$ cat src/rtl/instruction_fetch.sv
// Instruction fetch stage: PC register, IF/ID pipeline register, and redirect/stall handling.
// Define IF_BRANCH_PREDICT_EN to predict backward conditional branches as taken.
module instruction_fetch #(
  parameter logic [31:0] RESET_PC  = 32'h00000000,
  parameter logic [31:0] NOP_INSTR = 32'h00000013
) (
  input  logic        clk,
  input  logic        reset,
  output logic [31:0] imem_addr,
  input  logic [31:0] imem_rdata,
  output logic        imem_wr,
  input  logic        id_ready,
  input  logic        ex_redirect,
  input  logic [31:0] ex_target,
  output logic        id_valid,
  output logic [31:0] id_instr,
  output logic [31:0] id_pc,
  output logic        id_pred_taken
);

  localparam logic [6:0] OPC_BRANCH = 7'b1100011;

  // The PC is kept as a word index so fetch addresses stay word aligned by construction.
  logic [29:0] r_pc_word;
  logic        r_id_valid;
  logic [31:0] r_id_instr;
  logic [31:0] r_id_pc;
  logic        r_id_pred_taken;

  logic        w_advance;
  logic [31:0] w_pc;
  logic [29:0] w_seq_word;
  logic [29:0] w_next_word;
  logic        w_pred_taken;
  logic        w_unused;

  assign w_pc       = {r_pc_word, 2'b00};
  assign w_advance  = ~r_id_valid | id_ready;
  assign w_seq_word = r_pc_word + 30'd1;

`ifdef IF_BRANCH_PREDICT_EN
  logic [31:0] w_imm_b;
  logic [31:0] w_target;
  logic        w_is_bwd_branch;

  assign w_imm_b = {{19{imem_rdata[31]}}, imem_rdata[31], imem_rdata[7],
                    imem_rdata[30:25], imem_rdata[11:8], 1'b0};
  assign w_target        = w_pc + w_imm_b;
  assign w_is_bwd_branch = (imem_rdata[6:0] == OPC_BRANCH) && imem_rdata[31];
  assign w_pred_taken    = w_is_bwd_branch;
  assign w_next_word     = w_is_bwd_branch ? w_target[31:2] : w_seq_word;
  assign w_unused        = ^{ex_target[1:0], w_target[1:0]};
`else
  assign w_pred_taken = 1'b0;
  assign w_next_word  = w_seq_word;
  assign w_unused     = ^{ex_target[1:0], OPC_BRANCH};
`endif

  always_ff @(posedge clk or negedge reset) begin
    if (!reset) begin
      r_pc_word       <= RESET_PC[31:2];
      r_id_valid      <= 1'b0;
      r_id_instr      <= NOP_INSTR;
      r_id_pc         <= 32'h0;
      r_id_pred_taken <= 1'b0;
    end else if (ex_redirect) begin
      // Redirect wins even over a stall; the held word is squashed, id_pc is left as is.
      r_pc_word       <= ex_target[31:2];
      r_id_valid      <= 1'b0;
      r_id_instr      <= NOP_INSTR;
      r_id_pred_taken <= 1'b0;
    end else if (w_advance) begin
      r_pc_word       <= w_next_word;
      r_id_valid      <= 1'b1;
      r_id_instr      <= imem_rdata;
      r_id_pc         <= w_pc;
      r_id_pred_taken <= w_pred_taken;
    end
  end

  assign imem_addr     = w_pc;
  assign imem_wr       = 1'b0;
  assign id_valid      = r_id_valid;
  assign id_instr      = r_id_instr;
  assign id_pc         = r_id_pc;
  assign id_pred_taken = r_id_pred_taken;

endmodule
$ cat config.mk
export PLATFORM = sky130hd
export DESIGN_NAME = instruction_fetch
export DESIGN_NICKNAME = d
export VERILOG_FILES = /design/src/rtl/instruction_fetch.sv
export SDC_FILE = /design/constraint.sdc
export NUM_CORES = 1
export LEC_CHECK = 0
export ABC_CLOCK_PERIOD_IN_PS = 3400
export CAP_MARGIN = 25
export CORE_MARGIN = 1
export CORE_UTILIZATION = 45
export DETAILED_ROUTE_END_ITERATION = 10
export PLACE_DENSITY_LB_ADDON = 0.08
export SLEW_MARGIN = 20
export SYNTH_ARGS = -nofsm -noshare
export SYNTH_HDL_FRONTEND = slang
export SYNTH_SLANG_ARGS = --single-unit
$ cat constraint.sdc
create_clock -name clk -period 3.4 [get_ports clk]
set_input_delay 0.68 -clock clk [delete_from_list [all_inputs] [get_ports clk]]
set_output_delay 0.68 -clock clk [all_outputs]
set_load 0.02 [all_outputs]
==> impl_metrics.json <==
{
  "p_switching_w": 0.000835,
  "synth_compound_area_frac": 0.0711,
  "critPathArrivalTime_ns": 2.75,
  "first_pass_iters": 8,
  "relSlewSlack": 0.467,
  "violations": "design-rule violations",
  "crit_path_start_kind": "input port",
  "drc": 18,
  "crit_path_max_fanout": 8,
  "grt-ovfl-total": 0,
  "coreArea_um2": 8810,
  "ys_warn_count": 0,
  "pwr-share-comb": 0.253,
  "antenna_found_initial": 0,
  "fp.dieH_um": 97.6,
  "power_density_nw_per_um2": 475,
  "cp.required_ns": 3.69,
  "hpwl_um": 7180,
  "area_growth_pct": 46.2,
  "finalCritPeriodShare": 0.725,
  "final_core_util": 0.683,
  "start_util": 0.467,
  "synthXorXnorAreaFrac": 0.0596,
  "nFillCells": 696,
  "fin_crit_ns": 2.47,
  "internal_power_w": 0.00202,
  "syn_area_um2": 4120,
  "final_cell_mix": "clkdlybuf4s50_1, nand2_1, dfrtp_1",
  "wl_per_cell_um": 15.4,
  "avgSynthCellArea_um2": 10.3,
  "cts_setup_buffers": 0,
  "clock_skew_ns": 0.0137,
  "place_congestion": 0.752,
  "synthAdderAreaFrac": 0.00304,
  "die_x_um": 97.6,
  "final_common_cell": "clkdlybuf4s50_1",
  "grt_pass1_vias": 3508,
  "critPathKind": "input port to flip-flop",
  "synth_top_family_by_area": "simple AND/OR/NAND/NOR gates",
  "final_hold_viol_count": 0,
  "sw_frac_of_total": 0.292,
  "drt_iter0_drc": 153,
  "tns_ns": 0,
  "grt_pass1_wl_um": 17400,
  "cts_tree": "done",
  "tightest_slew_ns": 0.800,
  "p_clk_frac": 0.282,
  "end_kind": "flip-flop",
  "dieArea_um2": 9530,
  "nNetsFinal": 622,
  "io_pins": 167,
  "clock-sinks": 93,
  "drive_gt1_frac": 0.118,
  "outcome": "finished, violations left",
  "numCtsBuffers": 9,
  "cts_root_buffer": "clkbuf_8",
  "cts_htree_levels": 3,
  "yosysSeqAreaShare": 0.566,
  "synthCells": 401,
  "yosys.area_share.simple": 0.174,
  "cts_resized": 0,
  "antenna_cells": 0,
  "final_antenna_net_count": 0,
  "ys_types": 31,
  "cts_buffer_depth": 2,
  "io_buffers": 158,
  "maxCapViolations": 0,
  "p_leak_nw": 2.49,
  "fmax_mhz": 405,
  "rsz0062_at_grt": "no",
  "vias_per_cell": 5.16,
  "track_usage": 0.229,
  "path_clk_slew_ns": 0.10,
  "grt_max_degree": 89,
  "row_count": 34,
  "ys_ff_latch": 93,
  "peakVddDrop_mv": 0.219,
  "setup_viol": 0,
  "drt_wl_total_um": 10200,
  "hold_buffers": 0,
  "synth_mux_area_frac": 0.0872,
  "clk_latency_ns": 0.36,
  "slew_viol_final": 0,
  "seq_power_share": 0.466,
  "vias": 3439,
  "hold_path_class": "input port to async pin"
}
## registers in the layout, indices dropped and copies added (netlist names)
| register | count |
|---|---|
| id_instr | 32 |
| id_pc | 30 |
| id_valid | 1 |
| r_pc_word | 30 |
## cell families after synthesis
group                      count (synthesis)
and+or+nand+nor                          153
muxes                                     32
other                                      1
buffers and inverters                     35
xor gates and xnor gates                  28
DFF                                       93
adders and majority gates                  1
AOI/OAI and AO/OA                         58
## routing by layer
| metal | wire length, um | track usage | vias to the layer above | share of wire |
|---|---|---|---|---|
| li1 | - | - | 1645 | - |
| met1 | 4400 | 0.293 | 1636 | 0.43 |
| met2 | 4840 | 0.362 | 136 | 0.47 |
| met3 | 766 | 0.0676 | 22 | 0.075 |
| met4 | 227 | 0.0956 | 0 | 0.022 |
| met5 | 0 | 0 | - | 0 |
## metrics by stage
step           setup WS [ns]  instance area [um^2]  total power (W)  hold WS (ns)  instances
2_1_floorplan           1.19                  4140          0.00168         0.384        406
3_3_place_gp           0.572                  5770          0.00206         0.473        649
3_5_place_dp           0.568                  5800          0.00208         0.480        650
4_1_cts                0.926                  6020          0.00289         0.296        666
5_1_grt                0.817                  6020          0.00299         0.315        666
6_report               0.934                  6020          0.00286         0.285        666
## cell type report
cell class                      count  area, um^2  area share
Clock inverter                      5        83.8      0.0139
Timing Repair Buffer              168        1670       0.277
Multi-Input combinational cell    278        1660       0.275
Clock buffer                       11         131      0.0218
Sequential cell                    93        2330       0.387
Tap cell                          108         135      0.0225
Inverter                            3        11.3     0.00187
## synth_stat cells
cell type | n | area (um^2)
a21oi_1 | 29 | 145
and3_1 | 4 | 25.0
and4_1 | 3 | 26.3
and4_4 | 1 | 11.3
buf_1 | 5 | 18.8
buf_4 | 6 | 45.0
clkbuf_1 | 21 | 78.8
conb_1 | 1 | 3.75
dfrtp_1 | 90 | 2250
dfstp_2 | 3 | 78.8
ha_1 | 1 | 12.5
inv_1 | 3 | 11.3
mux2_2 | 31 | 349
mux2i_1 | 1 | 10.0
nand2_1 | 101 | 379
nand2b_1 | 1 | 6.26
nand3_1 | 11 | 55.1
nand4_1 | 8 | 50.1
nand4_2 | 1 | 12.5
nand4_4 | 1 | 21.3
nor2_1 | 4 | 15.0
nor2b_1 | 1 | 6.26
nor3_1 | 4 | 20.0
nor4_1 | 10 | 62.6
nor4b_1 | 1 | 8.76
o211ai_1 | 1 | 7.51
o21ai_0 | 28 | 140
or4_1 | 1 | 7.51
or4_4 | 1 | 11.3
xnor2_1 | 20 | 175
xor2_1 | 8 | 70.1
## power groups by stage
stage / clock network [W] / logic, W / registers (W)
final: 0.000805 / 0.000722 / 0.00133
after global routing: 0.000866 / 0.000772 / 0.00135
after CTS: 0.000823 / 0.000731 / 0.00133
after detailed placement: 0 / 0.000728 / 0.00135
after global placement: 0 / 0.000713 / 0.00134
after floorplan: 0 / 0.000189 / 0.00149
## path summary, 6_finish.rpt
kind,startpoint,to,slack [ns],depth (start not counted)
hold / removal,reset,id_pc[20],0.29,1
hold reg to reg,id_instr[4],id_instr[4],0.49,2
min in group clk,id_instr[4],id_instr[4],0.49,2
setup / recovery,id_ready,r_pc_word[29],0.93,6
max in group asynchronous,reset,id_instr[8],2.50,2
setup reg to reg,r_pc_word[5],r_pc_word[29],1.11,5
## critical path, stage by stage
cell             delay, ns
clkdlybuf4s50_1       0.48
nand2b_1              0.16
nand4_2               0.24
or4_4                 0.61
or4_1                 0.48
nand3_1               0.10
(Power assumes the default switching activity.)
